[src/rtl/lcd_bus_monitor.sv]
// lcd_bus_monitor
//   Responder-side model of an HD44780-style character LCD write bus.
//   Synchronizes the bus, captures a transaction on each lcd_e fall, decodes
//   the instruction subset and maintains a 2x16 shadow DDRAM plus the address
//   counter and display flags.
// Ports:
//   clk, rst (async, active-low)
//   lcd_e/lcd_rs/lcd_rw/lcd_data : raw LCD bus inputs
//   rd_addr/rd_data              : registered shadow read port (cell 0-31)
//   ac, disp_on, cursor_on, blink_on, cfg_8bit, cfg_lines : panel state
//   busy                          : clear sweep in progress
//   cmd_valid/cmd_rs/cmd_byte     : one-cycle report of each captured strobe
//   err                           : sticky (read strobe or strobe while busy)
module lcd_bus_monitor #(
  parameter int SYNC_STAGES = 2
) (
  input  logic       clk,
  input  logic       rst,
  input  logic       lcd_e,
  input  logic       lcd_rs,
  input  logic       lcd_rw,
  input  logic [7:0] lcd_data,
  input  logic [4:0] rd_addr,
  output logic [7:0] rd_data,
  output logic [6:0] ac,
  output logic       disp_on,
  output logic       cursor_on,
  output logic       blink_on,
  output logic       cfg_8bit,
  output logic       cfg_lines,
  output logic       busy,
  output logic       cmd_valid,
  output logic       cmd_rs,
  output logic [7:0] cmd_byte,
  output logic       err
);

  typedef enum logic {S_IDLE, S_CLEAR} state_t;

  // lcd_e carries one extra history flop beyond the synchronizer so the fall
  // is seen as (history=1, last sync stage=0).
  logic [SYNC_STAGES:0]        e_q, e_d;
  logic [SYNC_STAGES-1:0]      rs_q, rs_d, rw_q, rw_d;
  logic [SYNC_STAGES-1:0][7:0] data_q, data_d;

  // Captured transaction, executed one cycle after capture.
  logic       cap_vld_q, cap_vld_d, cap_rs_q, cap_rs_d, cap_rw_q, cap_rw_d;
  logic [7:0] cap_byte_q, cap_byte_d;

  logic [6:0]       ac_q, ac_d;
  logic             inc_q, inc_d;
  logic             disp_q, disp_d, cur_q, cur_d, blink_q, blink_d;
  logic             dl_q, dl_d, n_q, n_d;
  logic             err_q, err_d;
  logic             cmd_valid_q, cmd_valid_d, cmd_rs_q, cmd_rs_d;
  logic [7:0]       cmd_byte_q, cmd_byte_d;
  logic [31:0][7:0] mem_q, mem_d;
  logic [7:0]       rd_data_q, rd_data_d;
  logic [4:0]       clr_idx_q, clr_idx_d;
  state_t           state_q, state_d;
  logic             start_clr;
  logic             fall;

  function automatic logic [6:0] ac_step(input logic [6:0] a, input logic up);
    if (up) begin
      if (a == 7'h27) return 7'h40;
      if (a == 7'h67) return 7'h00;
      return a + 7'd1;
    end
    if (a == 7'h00) return 7'h67;
    if (a == 7'h40) return 7'h27;
    return a - 7'd1;
  endfunction

  assign fall = e_q[SYNC_STAGES] & ~e_q[SYNC_STAGES-1];

  // FSM: state register
  always_ff @(posedge clk or negedge rst) begin
    if (!rst) state_q <= S_IDLE;
    else      state_q <= state_d;
  end

  // FSM: next state
  always_comb begin
    state_d = state_q;
    case (state_q)
      S_IDLE:  if (start_clr) state_d = S_CLEAR;
      S_CLEAR: if (clr_idx_q == 5'd31) state_d = S_IDLE;
      default: state_d = S_IDLE;
    endcase
  end

  // FSM: outputs
  always_comb begin
    busy = (state_q == S_CLEAR);
  end

  // Datapath next-state
  always_comb begin
    e_d        = {e_q[SYNC_STAGES-1:0], lcd_e};
    rs_d       = {rs_q[SYNC_STAGES-2:0], lcd_rs};
    rw_d       = {rw_q[SYNC_STAGES-2:0], lcd_rw};
    data_d     = {data_q[SYNC_STAGES-2:0], lcd_data};

    cap_vld_d  = fall;
    cap_rs_d   = cap_rs_q;
    cap_rw_d   = cap_rw_q;
    cap_byte_d = cap_byte_q;
    if (fall) begin
      cap_rs_d   = rs_q[SYNC_STAGES-1];
      cap_rw_d   = rw_q[SYNC_STAGES-1];
      cap_byte_d = data_q[SYNC_STAGES-1];
    end

    ac_d        = ac_q;
    inc_d       = inc_q;
    disp_d      = disp_q;
    cur_d       = cur_q;
    blink_d     = blink_q;
    dl_d        = dl_q;
    n_d         = n_q;
    err_d       = err_q;
    mem_d       = mem_q;
    start_clr   = 1'b0;
    cmd_valid_d = cap_vld_q;
    cmd_rs_d    = cmd_rs_q;
    cmd_byte_d  = cmd_byte_q;
    clr_idx_d   = 5'd0;

    if (busy) begin
      mem_d[clr_idx_q] = 8'h20;
      clr_idx_d        = clr_idx_q + 5'd1;
    end

    if (cap_vld_q) begin
      cmd_rs_d   = cap_rs_q;
      cmd_byte_d = cap_byte_q;
      if (cap_rw_q || busy) begin
        err_d = 1'b1;                       // read strobe or dropped write
      end else if (cap_rs_q) begin
        if (ac_q[6:4] == 3'b000)      mem_d[{1'b0, ac_q[3:0]}] = cap_byte_q;
        else if (ac_q[6:4] == 3'b100) mem_d[{1'b1, ac_q[3:0]}] = cap_byte_q;
        ac_d = ac_step(ac_q, inc_q);
      end else begin
        casez (cap_byte_q)
          8'b1???????: ac_d = cap_byte_q[6:0];
          8'b01??????: ;                    // CGRAM address: not modelled
          8'b001?????: begin
            dl_d = cap_byte_q[4];
            n_d  = cap_byte_q[3];
          end
          8'b0001????: if (!cap_byte_q[3]) ac_d = ac_step(ac_q, cap_byte_q[2]);
          8'b00001???: begin
            disp_d  = cap_byte_q[2];
            cur_d   = cap_byte_q[1];
            blink_d = cap_byte_q[0];
          end
          8'b000001??: inc_d = cap_byte_q[1];
          8'b0000001?: ac_d = 7'h00;
          8'b00000001: begin
            ac_d      = 7'h00;
            inc_d     = 1'b1;
            start_clr = 1'b1;
          end
          default: ;
        endcase
      end
    end

    // Reads see the pre-write contents of a cell written this cycle.
    rd_data_d = mem_q[rd_addr];
  end

  always_ff @(posedge clk or negedge rst) begin
    if (!rst) begin
      e_q         <= '0;
      rs_q        <= '0;
      rw_q        <= '0;
      data_q      <= '0;
      cap_vld_q   <= 1'b0;
      cap_rs_q    <= 1'b0;
      cap_rw_q    <= 1'b0;
      cap_byte_q  <= 8'h00;
      ac_q        <= 7'h00;
      inc_q       <= 1'b1;
      disp_q      <= 1'b0;
      cur_q       <= 1'b0;
      blink_q     <= 1'b0;
      dl_q        <= 1'b1;
      n_q         <= 1'b0;
      err_q       <= 1'b0;
      cmd_valid_q <= 1'b0;
      cmd_rs_q    <= 1'b0;
      cmd_byte_q  <= 8'h00;
      mem_q       <= {32{8'h20}};
      rd_data_q   <= 8'h00;
      clr_idx_q   <= 5'd0;
    end else begin
      e_q         <= e_d;
      rs_q        <= rs_d;
      rw_q        <= rw_d;
      data_q      <= data_d;
      cap_vld_q   <= cap_vld_d;
      cap_rs_q    <= cap_rs_d;
      cap_rw_q    <= cap_rw_d;
      cap_byte_q  <= cap_byte_d;
      ac_q        <= ac_d;
      inc_q       <= inc_d;
      disp_q      <= disp_d;
      cur_q       <= cur_d;
      blink_q     <= blink_d;
      dl_q        <= dl_d;
      n_q         <= n_d;
      err_q       <= err_d;
      cmd_valid_q <= cmd_valid_d;
      cmd_rs_q    <= cmd_rs_d;
      cmd_byte_q  <= cmd_byte_d;
      mem_q       <= mem_d;
      rd_data_q   <= rd_data_d;
      clr_idx_q   <= clr_idx_d;
    end
  end

  assign rd_data   = rd_data_q;
  assign ac        = ac_q;
  assign disp_on   = disp_q;
  assign cursor_on = cur_q;
  assign blink_on  = blink_q;
  assign cfg_8bit  = dl_q;
  assign cfg_lines = n_q;
  assign cmd_valid = cmd_valid_q;
  assign cmd_rs    = cmd_rs_q;
  assign cmd_byte  = cmd_byte_q;
  assign err       = err_q;

endmodule

[config.mk]
export PLATFORM = sky130hd
export DESIGN_NAME = lcd_bus_monitor
export DESIGN_NICKNAME = d
export VERILOG_FILES = /design/src/rtl/lcd_bus_monitor.sv
export SDC_FILE = /design/constraint.sdc
export NUM_CORES = 1
export LEC_CHECK = 0
export ABC_AREA = 1
export CORE_UTILIZATION = 60
export DETAILED_ROUTE_END_ITERATION = 12
export GPL_TIMING_DRIVEN = 0
export HOLD_SLACK_MARGIN = 0.1
export PLACE_DENSITY = 0.78
export SYNTH_ARGS = -nofsm -noshare
export SYNTH_HDL_FRONTEND = slang
export SYNTH_SLANG_ARGS = --single-unit
[constraint.sdc]
create_clock -name clk -period 2.3 [get_ports clk]
set_input_delay 0.23 -clock clk [delete_from_list [all_inputs] [get_ports clk]]
set_output_delay 0.23 -clock clk [all_outputs]
set_load 0.005 [all_outputs]
==> qor.txt, run 1 <==
Die area = 27,400 um^2
Fin crit share = 100%
Slowest stage delay, CP = 0.38 ns
Total CTS buffers = 37
Max Slew Vio Count = 0
Initial Util = 61.4%
Hold Path Class = input pin to register
Sink Count = 328
LEAKAGE = 8.57 nW
Unrepaired setup endpoints after global routing = true
Max stage delay cell, worst path = dfrtp_1
Std-Cell Rows = 59
Netlist area before placement = 16,000 um^2
Clock buffer depth = 3
Initial antenna violation count = 1
DRT Wirelength = 52,800 um
Worst hold slack = 0.136 ns
Worst-Skew Late Latency = 0.53 ns
Worst Clk Skew = 0.0195 ns
Top post-synthesis cells by count = dfrtp_1, nand2_1, o21ai_0, nor2_1, nand3b_1
CP Capture Type = register
Critical setup path kind = register to register
Port bufs = 44
Cell chain of the critical path = buf_6, nor2_1, inv_1, nor3_4, nand2_1, buf_2, nand3b_1, o21ai_0
Share of cells above drive strength 1 = 9.24%
Sequential area share after synthesis = 51.4%
Status = finished, violations left
Core Region = 26,100 um^2
Setup TNS = -0.00614 ns
Synth area leaders = dfrtp_1, nand3b_1, o21ai_0, nand2_1, dfstp_2
Ys Warns = 0
Boundary pin count = 50
Post-Synthesis Cells = 1,842
H-tree levels = 2
# placed instances = 2,224
Asr flop ratio synth = 100%
Crit-path max FO = 10
Max-Cap Viols = 0
Area Overhead vs Synth = 14.1%
Final Wtd Congestion = 1.00
CP required = 2.66 ns
Drt pass-1 iters = 12
DRT iter0 DRCs = 1,850
Cell variety after synth = 40
Endpoints failing hold = 0
Top FF cell, synth = dfrtp_1
Most common cell in the netlist = dfrtp_1
Failing checks = design-rule violations, negative setup slack
Fin nets = 1,957
Hpwl dp = 36,700 um
Number of flops mapped to enable cells by yosys = 0
Gr ovfl total = 0
Vias in the first global route = 13,800
CTS clk-pin slew, worst paths = 0.06 ns
DRC viols = 3
Final ANT Viol Nets = 0
Fin crit period = 2.31 ns
Die W = 166 um
Final setup violation count = 1
Worst Tran Pin Value = 0.898 ns
Yosys top cell area share = 45.8%
Avg Cell Area, Syn = 8.71 um^2
CP Data Arrival Time = 2.67 ns
Pwr dens = 835 nW/um^2
Vias per cell = 6.40
Post-Layout Cell Count = 2,294
Setup ws final = -0.00614 ns
Seq cells post-synth = 328
Largest net degree at the start of global routing = 102
WL/cell = 23.0 um
Synth Net Count = 1,869
First-pass GRT wire length = 79,900 um
Worst Setup Start Kind = register
Relative slew slack = 40.1%
Clock root buffer = clkbuf_16
TritonCTS clock tree = built
FMAX = 0.434 GHz
Die Height = 166 um
Gr usage total = 39.7%
Peak VDD IR = 0.786 mV
Area leader, netlist = dfrtp_1
Total vias in the final route = 14,700
## cells by family after synthesis
logic type	share of synthesized area [%]
compound gates	17.1
xor+xnor	0.109
fa+ha+maj	0.702
buf+inv	6.54
flops	51.4
mux	0.0702
simple gates	24.1
## power breakdown
group / internal [mW] / switching, mW / total (mW)
combinational: 0.859 / 1.82 / 2.68
clock: 3.69 / 2.42 / 6.10
sequential: 6.19 / 0.300 / 6.49
## placed cells by master (no fill, tap or decap), types with 8 or more instances in the layout
| cell type | instances |
|---|---|
| dfrtp_1 | 294 |
| nand2_1 | 276 |
| o21ai_0 | 215 |
| nor2_1 | 189 |
| nand3b_1 | 152 |
| o21ai_1 | 143 |
| nand3_1 | 129 |
| inv_1 | 99 |
| clkbuf_1 | 78 |
| clkdlybuf4s50_1 | 43 |
| a21oi_1 | 40 |
| clkbuf_16 | 37 |
| o21bai_1 | 36 |
| dfstp_2 | 34 |
| o221ai_1 | 28 |
| buf_2 | 25 |
| nand2_4 | 20 |
| buf_6 | 19 |
| a211oi_1 | 13 |
| o22ai_1 | 9 |
| ha_1 | 9 |
| clkbuf_8 | 8 |
## flip-flops by register name, indices dropped and copies added (netlist names), 2 cells and up
signal and count:
mem_q 256, cap_byte_q 8, cmd_byte 8, data_d 8, data_q 8, rd_data 8, ac 7, clr_idx_q 5
e_q 3, rs_q 2, rw_q 2
## routing by layer
metal / part of all wire (%) / global-route usage, %
met2: 44 / 59.8
met3: 12 / 9.59
met1: 38 / 52.5
met5: 0 / 0
met4: 5.6 / 22.4
## through the flow
step / power [mW] / setup WS (ns) / util, % / instance area [um^2]
after floorplan: 7.99 / 0.455 / - / 16000
after global placement: 9.08 / -13.05 / 64.7 / 16900
after detailed placement: 9.14 / -0.278 / 65.0 / 17000
after CTS: 15.2 / 0.0112 / 69.9 / 18300
after global routing: 15.7 / -0.0518 / 70.0 / 18300
final: 15.3 / -0.00614 / 70.0 / 18300
## final cells by class
| cell class | instances | area (um^2) |
|---|---|---|
| Clock buffer | 53 | 1070 |
| Buffer | 122 | 664 |
| Tap cell | 335 | 419 |
| Inverter | 102 | 383 |
| Clock inverter | 14 | 186 |
| Antenna cell | 1 | 2.50 |
| Sequential cell | 328 | 8250 |
| Fill cell | 2081 | 7830 |
| Multi-Input combinational cell | 1289 | 6770 |
| Timing Repair Buffer | 50 | 568 |
## critical path: cells and delay by family (launching register included)
| kind | cells | cell delay, ns |
|---|---|---|
| AO/OA/AOI/OAI | 1 | 0.09 |
| AND/OR/NAND/NOR | 4 | 1.07 |
| buffers and inverters | 3 | 0.60 |
| flip-flops | 1 | 0.38 |
## timing repair
action	4_1_cts	5_1_grt
setup buffers	0	1
hold endpoints to repair	75	0
gates cloned	0	0
endpoints found under the setup margin	1	63
hold buffers	2	0
pin swaps	0	1
resized for setup	1	8
## path summary, 6_finish.rpt
path                             start    endpoint  slack (ns)  depth (start not counted)
hold reg to reg                rw_q[0]     rw_q[1]        0.35                          0
setup / recovery                 ac[4]  mem_q[118]      -0.006                          8
max in group asynchronous          rst  mem_q[197]        0.68                          4
setup reg to reg                 ac[4]  mem_q[118]      -0.006                          8
hold / removal             lcd_data[2]  data_d[10]        0.14                          1
min in group asynchronous          rst   mem_q[38]        0.26                          2
No activity file was read; power rests on OpenSTA's default activity.
==> inputs of run 2 (changes only) <==
--- a/config.mk
+++ b/config.mk
@@ -11,6 +11,7 @@
 export GPL_TIMING_DRIVEN = 0
 export HOLD_SLACK_MARGIN = 0.1
 export PLACE_DENSITY = 0.78
+export RECOVER_POWER = 100
 export SYNTH_ARGS = -nofsm -noshare
 export SYNTH_HDL_FRONTEND = slang
 export SYNTH_SLANG_ARGS = --single-unit
==> run 2 against run 1 <==
The flow finishes with violations (design-rule violations). Clock-buffer cell count did not move. Via count decreased by 0.33%. Clock skew shrank 0.0022 ns. Design area decreased by 0.20%. Setup slack improved by 0.041 ns. First-iteration DRC count rose by 12%. Core utilization shrank 0.14 points. Sequential share of layout area grew 0.090 points. Cell count unchanged. Die area unchanged. Non-clock buffer count unchanged. Total power fell by 0.41%. Critical endpoint unchanged.
==> qor.txt, run 2 (synthesis gave the netlist of run 1 again) <==
Share of cells above drive strength 1 = 9.24%
Boundary pin count = 50
Die Height = 166 um
Port bufs = 44
CP Data Arrival Time = 2.63 ns
Initial Util = 61.4%
Cell area after layout = 18,300 um^2
WL met3 = 5970 um
Sequential cell area = 8250 um^2
Final ANT Viol Nets = 0
Relative slew slack = 37.5%
Sink Count = 328
Power share of the clock group = 40.1%
Multi-input logic area = 6770 um^2
Logic pwr share = 17.3%
Max stage delay cell, worst path = dfrtp_1
# placed instances = 2,224
Worst Clk Skew = 0.0173 ns
Failing checks = design-rule violations
Max-Cap Viols = 0
DRC viols = 3
Setup ws final = 0.0344 ns
Gr ovfl total = 0
Post-Layout Cell Count = 2,294
Status = finished, violations left
Hpwl dp = 36,700 um
CP Capture Type = register
Core Region = 26,100 um^2
DRT iter0 DRCs = 2,070
Total CTS buffers = 37
First-pass GRT wire length = 79,900 um
Clock root buffer = clkbuf_16
Met2 wire length = 23,400 um
Worst Setup Start Kind = register
Largest net degree at the start of global routing = 102
CP required = 2.66 ns
Worst-Skew Late Latency = 0.53 ns
WL met1 = 20,500 um
Initial antenna violation count = 1
Fin crit share = 98.5%
Critical path buffers and inverters = 3
Worst slack at placement = -0.278 ns
Clock buffer depth = 3
Most frequent cells in the layout = dfrtp_1, nand2_1, o21ai_0
Most common cell after layout, fill and taps aside = dfrtp_1
Area Overhead vs Synth = 13.8%
Top layer in use = met4
Std-Cell Rows = 59
CTS clk-pin slew, worst paths = 0.06 ns
Endpoints failing hold = 0
Slowest stage delay, CP = 0.40 ns
Gr usage total = 39.7%
Reg power frac = 42.6%
Fin nets = 1,957
Critical setup path kind = register to register
Setup TNS = 0 ns
Final Wtd Congestion = 1.00
LEAKAGE = 8.60 nW
Total vias in the final route = 14,600
Die area = 27,400 um^2
Max Slew Vio Count = 0
FMAX = 0.441 GHz
Cell chain of the critical path = buf_6, or2_4, nor2_2, inv_2, nor3_4, nand2_1, buf_2, nand3b_1, o21ai_0
Sw Share = 29.7%
Die W = 166 um
Max reg flops = 256
Internal power = 10.7 mW
Switching Power = 4.52 mW
Cell family with most CP delay = simple AND/OR/NAND/NOR gates
Worst Tran Pin Value = 0.938 ns
Final setup violation count = 0
Fin crit period = 2.27 ns
Peak VDD IR = 0.785 mV
Hold Path Class = input pin to register
Fill count = 2,086
Crit-path max FO = 10
Drt pass-1 iters = 11
Pwr dens = 833 nW/um^2
Vias in the first global route = 13,800
H-tree levels = 2
TritonCTS clock tree = built
Unrepaired setup endpoints after global routing = true
DRT Wirelength = 52,900 um
Placed Area = 17,000 um^2
Largest Register = mem_q
WL/cell = 23.1 um
Vias per cell = 6.38
-- run 2: final timing paths --
check / startpoint / end / slack, ns / cells past startpoint
setup / recovery: busy / mem_q[118] / 0.03 / 9
hold / removal: lcd_data[2] / data_d[10] / 0.25 / 1
setup reg to reg: busy / mem_q[118] / 0.03 / 9
hold reg to reg: rw_q[0] / rw_q[1] / 0.35 / 0
max in group asynchronous: rst / mem_q[192] / 0.28 / 4
min in group asynchronous: rst / mem_q[38] / 0.26 / 2
-- run 2: what timing repair did --
| action | CTS | global route |
|---|---|---|
| pin swaps | 0 | 1 |
| hold buffers | 2 | 0 |
| gates resized for setup | 1 | 8 |
| setup endpoints to repair | 1 | 63 |
| buffers inserted | 0 | 1 |
| endpoints found under the hold margin | 75 | 0 |
-- run 2: final cells by class --
cell class	instances	share of cell area, %
repair buffers	50	2.91
flip-flops and latches	328	45.2
clock buffers	53	5.84
clock inverters	14	1.02
well taps	335	2.29
diodes	1	0.0137
inverters	102	2.10
plain buffers	122	3.64
multi-input cells	1289	37.0
-- run 2: metal layers --
metal,global-route usage [%],vias up
li1,-,6447
met1,52.5,7044
met2,59.8,935
met5,0,-
met4,22.4,0
met3,9.59,202
-- run 2: per-stage QoR --
stage               utilization (%)  power [mW]  hold WS, ns
detailed placement             65.0        9.14        0.227
floorplan                         -        7.99      -0.0656
finish                         69.9        15.2        0.249
global route                   69.9        15.7        0.246
CTS                            69.9        15.2        0.131
global placement               64.7        9.08        0.331
-- run 2: power groups by stage --
| stage | clock network (mW) | logic (mW) | registers [mW] |
|---|---|---|---|
| floorplan | 0 | 1.50 | 6.50 |
| global placement | 0 | 2.50 | 6.57 |
| detailed placement | 0 | 2.57 | 6.57 |
| CTS | 6.09 | 2.60 | 6.48 |
| global route | 6.31 | 2.85 | 6.52 |
| finish | 6.10 | 2.63 | 6.49 |
